<file path="config.mk">
export PLATFORM = sky130hd
export DESIGN_NAME = accum_uart_tx
export DESIGN_NICKNAME = d
export VERILOG_FILES = /design/src/rtl/accum_pkg.sv /design/src/rtl/uart_baud_gen.sv /design/src/rtl/accum_uart_tx.sv
export SDC_FILE = /design/constraint.sdc
export NUM_CORES = 1
export LEC_CHECK = 0
export ABC_AREA = 1
export BUFFER_PORTS_ARGS = -buffer_cell sky130_fd_sc_hd__buf_4
export CAP_MARGIN = 20
export CORE_ASPECT_RATIO = 1.2
export CORE_MARGIN = 2
export CORE_UTILIZATION = 45
export CTS_BUF_LIST = sky130_fd_sc_hd__clkbuf_4
export CTS_CLUSTER_DIAMETER = 120
export DETAILED_ROUTE_END_ITERATION = 7
export PLACE_DENSITY = 0.7
export SYNTH_ARGS = -nofsm -noshare
export SYNTH_HDL_FRONTEND = slang
export SYNTH_HIERARCHICAL = 1
export SYNTH_SLANG_ARGS = --single-unit
export TNS_END_PERCENT = 5
</file>
<file path="constraint.sdc">
create_clock -name clk_i -period 2.2 [get_ports clk_i]
set_clock_uncertainty 0.05 [all_clocks]
set_input_delay 0.22 -clock clk_i [delete_from_list [all_inputs] [get_ports clk_i]]
set_output_delay 0.22 -clock clk_i [all_outputs]
set_load 0.02 [all_outputs]
</file>
<file path="src/rtl/accum_pkg.sv">
// Shared encodings for the accumulator UART readout: FSM states and 8N1 frame constants.
package accum_pkg;

  typedef enum logic [1:0] {
    ST_IDLE  = 2'd0,
    ST_START = 2'd1,
    ST_DATA  = 2'd2,
    ST_STOP  = 2'd3
  } tx_state_e;

  localparam logic START_LVL  = 1'b0;
  localparam logic STOP_LVL   = 1'b1;
  localparam int   DATA_BITS  = 8;
  localparam int   FRAME_BITS = 10;

endpackage

</file>
<file path="src/rtl/uart_baud_gen.sv">
// Bit-period timer: tick_o marks the last cycle of each CLKS_PER_BIT_P-cycle bit.
// Count is held at 0 while en_i is low so every frame starts on a fresh bit period.
module uart_baud_gen #(
  parameter int CLKS_PER_BIT_P = 16
) (
  input  logic clk_i,
  input  logic rst_ni,
  input  logic en_i,
  output logic tick_o
);

  localparam int CW = (CLKS_PER_BIT_P > 1) ? $clog2(CLKS_PER_BIT_P) : 1;
  localparam logic [CW-1:0] LAST_CNT = CW'(CLKS_PER_BIT_P - 1);

  logic [CW-1:0] cnt_q, cnt_d;

  always_comb begin
    cnt_d = '0;
    if (en_i && (cnt_q != LAST_CNT)) begin
      cnt_d = cnt_q + CW'(1);
    end
  end

  always_ff @(posedge clk_i or negedge rst_ni) begin
    if (!rst_ni) begin
      cnt_q <= '0;
    end else begin
      cnt_q <= cnt_d;
    end
  end

  assign tick_o = en_i && (cnt_q == LAST_CNT);

endmodule

</file>
<file path="src/rtl/accum_uart_tx.sv">
// Snapshots the accumulator word on send_i and shifts it out as 8N1 frames, LS byte first.
// tx_o/busy_o change on the accepting edge; send_i is ignored (not queued) while busy.
module accum_uart_tx
  import accum_pkg::*;
#(
  parameter int WIDTH_P        = 8,
  parameter int CLKS_PER_BIT_P = 16
) (
  input  logic               clk_i,
  input  logic               rst_ni,
  input  logic [WIDTH_P-1:0] data_i,
  input  logic               send_i,
  output logic               busy_o,
  output logic               done_o,
  output logic               tx_o
);

  localparam int NUM_BYTES = WIDTH_P / 8;
  localparam int BCW       = (NUM_BYTES > 1) ? $clog2(NUM_BYTES) : 1;
  localparam logic [BCW-1:0] LAST_BYTE = BCW'(NUM_BYTES - 1);
  localparam logic [2:0]     LAST_BIT  = 3'(DATA_BITS - 1);

  tx_state_e          state_q, state_d;
  logic [WIDTH_P-1:0] shift_q, shift_d;
  logic [2:0]         bit_cnt_q, bit_cnt_d;
  logic [BCW-1:0]     byte_cnt_q, byte_cnt_d;
  logic               tx_q, tx_d;
  logic               busy_q, busy_d;
  logic               done_q, done_d;
  logic               tick;

  uart_baud_gen #(
    .CLKS_PER_BIT_P(CLKS_PER_BIT_P)
  ) u_baud (
    .clk_i  (clk_i),
    .rst_ni (rst_ni),
    .en_i   (state_q != ST_IDLE),
    .tick_o (tick)
  );

  // tx_d is the level for the next bit, so tx_o is a flop and lines up with the state change.
  always_comb begin
    state_d    = state_q;
    shift_d    = shift_q;
    bit_cnt_d  = bit_cnt_q;
    byte_cnt_d = byte_cnt_q;
    tx_d       = tx_q;
    busy_d     = busy_q;
    done_d     = 1'b0;
    unique case (state_q)
      ST_IDLE: begin
        tx_d = STOP_LVL;
        if (send_i) begin
          shift_d    = data_i;
          byte_cnt_d = '0;
          bit_cnt_d  = '0;
          tx_d       = START_LVL;
          busy_d     = 1'b1;
          state_d    = ST_START;
        end
      end
      ST_START: begin
        if (tick) begin
          bit_cnt_d = '0;
          tx_d      = shift_q[0];
          state_d   = ST_DATA;
        end
      end
      ST_DATA: begin
        if (tick) begin
          shift_d = shift_q >> 1;
          if (bit_cnt_q == LAST_BIT) begin
            tx_d    = STOP_LVL;
            state_d = ST_STOP;
          end else begin
            bit_cnt_d = bit_cnt_q + 3'd1;
            tx_d      = shift_q[1];
          end
        end
      end
      ST_STOP: begin
        if (tick) begin
          if (byte_cnt_q != LAST_BYTE) begin
            byte_cnt_d = byte_cnt_q + BCW'(1);
            tx_d       = START_LVL;
            state_d    = ST_START;
          end else begin
            tx_d    = STOP_LVL;
            busy_d  = 1'b0;
            done_d  = 1'b1;
            state_d = ST_IDLE;
          end
        end
      end
      default: state_d = ST_IDLE;
    endcase
  end

  always_ff @(posedge clk_i or negedge rst_ni) begin
    if (!rst_ni) begin
      state_q    <= ST_IDLE;
      shift_q    <= '0;
      bit_cnt_q  <= '0;
      byte_cnt_q <= '0;
      tx_q       <= STOP_LVL;
      busy_q     <= 1'b0;
      done_q     <= 1'b0;
    end else begin
      state_q    <= state_d;
      shift_q    <= shift_d;
      bit_cnt_q  <= bit_cnt_d;
      byte_cnt_q <= byte_cnt_d;
      tx_q       <= tx_d;
      busy_q     <= busy_d;
      done_q     <= done_d;
    end
  end

  assign tx_o   = tx_q;
  assign busy_o = busy_q;
  assign done_o = done_q;

endmodule

</file>
* Yosys cells after proc, flatten, opt, wreduce, memory -nomap -nowiden
Cells that the tools add are included.
** Operators by class
- Multiplexer cells :: 33
- Equal/unequal tests :: 13
- Reduce and logical (&&, ||, !) cells :: 13
- Add/subtract/negate cells :: 3
** Operator list (number)
- 8-bit 2-to-1 mux :: 2
- 8-bit case mux with 2 select lines :: 1
- 1-bit 2-to-1 mux :: 15
- 2-bit != test (second input constant) :: 7
- 3-bit 2-to-1 mux :: 4
- 2-bit 2-to-1 mux :: 5
- 5-bit AND reduction :: 2
- 3-bit case mux with 3 select lines :: 1
- 3-bit AND reduction :: 3
- 2-bit case mux with 4 select lines :: 1
- 2-bit nonzero test :: 3
- 4-bit by 1-bit adder with 4-bit output (second input constant) :: 1
- 2-bit == test (second input constant) :: 2
- 4-bit == test (second input constant) :: 1
- 4-bit 2-to-1 mux :: 1
- 4-bit != test (second input constant) :: 1
- 1-bit case mux with 2 select lines :: 2
- 1-bit case mux with 4 select lines :: 1
- 4-bit AND reduction :: 1
- 3-bit by 1-bit adder with 3-bit output (second input constant) :: 1
- 3-bit == test (second input constant) :: 1
- 3-bit nonzero test :: 1
- 2-bit by 1-bit == test with 1-bit output (second input constant) :: 1
- 1-bit logical AND :: 2
- 2 further kinds :: 2
** Word-level totals
- Word-level logic and storage cells :: 70
- Flip-flop bits (word level) :: 21
- Output and inout port bits :: 3

* Depth between registers and ports, before layout
- Depth in word-level cells :: 4
- Depth in mapped cells :: 10

* By module
The synthesis kept the hierarchy.
** Modules (own cells, without submodules)
- accum_uart_tx :: cells each 119, instances 1, area each 987.2 um2
- uart_baud_gen :: cells each 19, instances 1, area each 187.7 um2

* Worst setup path before layout
No wires, ideal clock.
- Path kind :: register to register
- Start :: reg state_q[0]
- End :: reg shift_q[5]
- Period minus slack after synthesis :: 1697 ps
- Data required time :: 2027 ps
- Buffers on the path :: 1
- Path slack :: 503 ps
- Stages on the path, launching flop included :: 11
- Arrival :: 1524 ps
- Library setup time :: 123 ps
- Cells stage by stage :: dfrtp_1 -> inv_1 -> ha_1 -> inv_1 -> nor3b_2 -> nor2_2 -> nor2_2 -> nand2_4 -> buf_6 -> nand2_2 -> o21ai_2
** Between the ends
- Word-level cells in the longest chain between the ends :: 4
- Elaborated cells on any way between the ends :: 9
- Classes of those cells :: 3 x eq/ne; 1 x mux; 5 x reduce/logical
** RTL lines
- start: declaration :: RTL line accum_uart_tx.sv:23 : tx_state_e state_q, state_d;
- start signal: assignment :: RTL line accum_uart_tx.sv:109 : state_q <= state_d;
- 2-bit nonzero test :: RTL line accum_uart_tx.sv:37 : .en_i (state_q != ST_IDLE),
- 1-bit logical AND :: RTL line uart_baud_gen.sv:32 : assign tick_o = en_i && (cnt_q == LAST_CNT);
- via tick :: RTL line accum_uart_tx.sv:30 : logic tick;
- 2-bit != test (no line)
- 3-bit AND reduction (no line)
- end signal: assignment :: RTL line accum_uart_tx.sv:110 : shift_q <= shift_d;
- end: declaration :: RTL line accum_uart_tx.sv:24 : logic [WIDTH_P-1:0] shift_q, shift_d;
The timed path passes the listed nets, and every way through them passes these cells.
A chain may end at the register's enable or synchronous reset.

* Worst setup path after layout
- Start :: reg state_q[0]
- End :: reg state_q[1]
** Between the ends
- Word-level cells in the longest chain between the ends :: 4
- Elaborated cells on any way between the ends :: 13
- Classes of those cells :: 8 x eq/ne; 1 x mux; 4 x reduce/logical
** RTL lines (RTL line)
- 2-bit nonzero test (*) :: accum_uart_tx.sv:37
- 1-bit logical AND (*) :: uart_baud_gen.sv:32
- via tick :: accum_uart_tx.sv:30
- 2-bit != test (no line)
- 5-bit AND reduction (no line) (*)
Mark *: on every way through the listed nets, which the timed path passes. The rest lies on a longest branch.

==> flow_metrics.py <==
metrics = {
    "power_and_ir_drop": {
        "leakage_nw": 0.7112,
        "power_frac_clock_pct": 10.3,
        "p_per_area_mw_per_mm2": 1396,
        "power.switching_mw": 0.8544,
        "sequentialPowerShare_pct": 34.5,
        "internal-power_mw": 1.007,
        "fin_total_pwr_mw": 1.861,
        "p_sw_share_pct": 45.90,
        "power_frac_comb_pct": 55.2,
        "ir_drop_mv": 0.7515,
    },
    "yosys": {
        "yosysMostFrequentCell": "nand2_1",
        "syn_inst": 138,
        "synth_flop_cell": "dfrtp_1",
        "synth_cell_type_count": 23,
        "synth.avg_cell_area_um2": 8.514,
        "yosysWarnings": 6,
        "synth_enable_flop_cells": 0,
        "yosysSeqAreaShare_pct": 42.71,
        "synth_common_cells": "36 x nand2_1, 19 x dfrtp_1, 15 x inv_1",
        "syn-cell-area_mm2": 0.001175,
        "syn_nets": 157,
        "yosysTopAreaCellShare_pct": 40.47,
        "async_reset_ff_share_pct": 100.0,
        "synth_area_leaders": "dfrtp_1 40%, nand2_1 12%, ha_1 8.5%, o21ai_2 6.7%, inv_1 4.8%",
        "synth_top_area_cell": "dfrtp_1",
        "ys_seq_elements": 20,
    },
    "cts": {
        "cts_tree": "done",
        "ctsHoldBuffers": 1,
        "cts_buffers": 3,
        "clkTransAtPathRegs_ns": 0.11,
        "cts-resized-gates": 0,
        "cts_setup_buffers": 0,
        "cts_root_buf": "clkbuf_4",
        "htree_num_levels": 1,
        "clk_path_buf_depth": 2,
        "clock_sinks": 20,
        "clk_latency_ns": 0.29,
    },
    "sta": {
        "setup_viol": 0,
        "slew_headroom_pct": 74.34,
        "final-hold-violation-count": 0,
        "rsz0062_at_grt": "no",
        "slew_violations": 0,
        "setup-tns-final_ns": 0,
        "fin_crit_sh_pct": 87.88,
        "tightest_slew_ns": 0.3845,
        "fmax_mhz": 517.2,
        "final.min_clock_period_ns": 1.933,
        "setup_ws_ns": 0.2667,
    },
    "critical_path": {
        "path_class": "reg -> reg",
        "startpoint_type": "flop",
        "worst_setup_path_end_kind": "flop",
        "critPathMaxFanout": 4,
        "r2r_setup_slack_ns": 0.27,
        "cp.required_ns": 2.35,
        "critPathArrivalTime_ns": 2.08,
    },
    "die": {
        "ios": 14,
        "die_x_um": 50.65,
        "die_h_um": 59.98,
        "start_util_pct": 46.95,
        "rows": 20,
        "core_mm2": 0.002502,
        "dieArea_mm2": 0.003037,
    },
    "global_route": {
        "antenna_found_initial": 0,
        "grt_pass1_vias": 894,
        "grt_max_degree": 21,
        "grt_overflow": 0,
        "grt_pass1_wl_um": 3815,
        "grt_usage_pct": 16.49,
    },
    "worst_hold_path": {
        "hp-class": "in -> reg",
    },
    "cells_and_area": {
        "fin_nets": 174,
        "drive_above_1_share_pct": 24.68,
        "antenna_cells": 0,
        "area_growth_syn_to_layout_pct": 13.53,
    },
    "detailed_routing": {
        "drt-wirelength-per-cell_um": 11.35,
        "dr.first_iter.drc_count": 18,
        "first_pass_iters": 4,
        "vias": 919,
        "drcViolationCount": 0,
        "wl_um": 2123,
        "ant_nets": 0,
        "routed_via_density": 4.914,
    },
    "run": {
        "cap_violations": 0,
    },
    "placed_design": {
        "place.gp.congestion": 0.8818,
        "portBuffers": 13,
        "pre_cts_slack_ns": 0.3141,
        "dpl.hpwl_um": 1610,
    },
    "status": {
        "outcome": "complete, no violations",
    },
}
## final timing paths
check,from,to,cells after the start
max,state_q[0]$_DFFE_PN0P_,state_q[1]$_DFFE_PN0P_,9
max in group asynchronous,rst_ni,tx_o$_DFFE_PN1P_,2
min in group asynchronous,rst_ni,done_o$_DFF_PN0_,2
max reg2reg,state_q[0]$_DFFE_PN0P_,state_q[1]$_DFFE_PN0P_,9
min reg2reg,tx_o$_DFFE_PN1P_,tx_o$_DFFE_PN1P_,2
min,data_i[7],shift_q[7]$_DFFE_PN0P_,3
## power by group through the flow
| stage | clock [mW] | combinational [mW] | sequential (mW) |
|---|---|---|---|
| floorplan | 0 | 0.848 | 0.646 |
| global placement | 0 | 1.01 | 0.638 |
| detailed placement | 0 | 1.03 | 0.651 |
| CTS | 0.199 | 1.04 | 0.643 |
| global route | 0.220 | 1.17 | 0.667 |
| finish | 0.191 | 1.03 | 0.643 |
## cells by family (layout without fill, tap and decap cells)
kind of cell / count (synthesis) / in the layout / synth area share, %
flip-flops: 20 / 20 / 42.71
AND/OR/NAND/NOR: 69 / 69 / 27.58
buffers and inverters: 18 / 34 / 7.134
AO/OA/AOI/OAI: 23 / 23 / 14.06
adder cells (fa/ha/maj): 8 / 8 / 8.520
## through the flow
step | area, um^2 | hold WS, ns | util, % | cells
detailed placement | 1294 | 0.06657 | 51.70 | 182
floorplan | 1175 | -0.1256 | - | 138
finish | 1334 | 0.1348 | 53.30 | 187
global route | 1334 | 0.1181 | 53.30 | 187
CTS | 1334 | 0.1287 | 53.30 | 187
global placement | 1294 | 0.06539 | 51.70 | 182
## sequential cells by signal, indices dropped and copies added (netlist names)
register	count
bit_cnt_q	3
busy_o	1
done_o	1
shift_q	8
state_q	2
tx_o	1
u_baud/cnt_q	4
## layout by cell type (no fill, tap or decap), types with 2 or more instances in the layout
cell	Yosys	routed
buf_4	0	14
clkbuf_4	0	4
dfrtp_1	19	19
ha_1	8	8
inv_1	15	15
nand2_1	36	36
nand2_2	3	3
nand3_1	5	5
nand4_1	6	6
nor2_1	9	9
nor2_2	2	2
o21ai_0	9	9
o21ai_2	9	9
or2_1	4	4
or2_2	2	2
## routing by layer
metal	vias to the layer above	share of wire (%)	wire, um	GRT usage, %
met4	0	0	0	5.792
met3	0	3.6	76	3.500
met1	430	46	979	20.51
li1	477	-	-	-
met2	12	50	1068	28.38
met5	-	0	0	0
## area by class of cell
type | instances | area [um^2]
tap | 33 | 41.29
inverter | 15 | 56.30
multi-input combinational | 100 | 589.3
clock buffer | 4 | 30.03
sequential | 20 | 501.7
timing repair buffer | 15 | 115.1
fill | 240 | 1169
## worst max-delay path, cell delays in order (launching register included)
cell and delay [ns]:
dfrtp_1 0.43, inv_1 0.10, ha_1 0.24, inv_1 0.12
nor3b_2 0.30, inv_1 0.16, o21ai_0 0.17, nand3_1 0.15
nand2_1 0.08, nand2_1 0.04
Power figures use the tool's default switching activity.
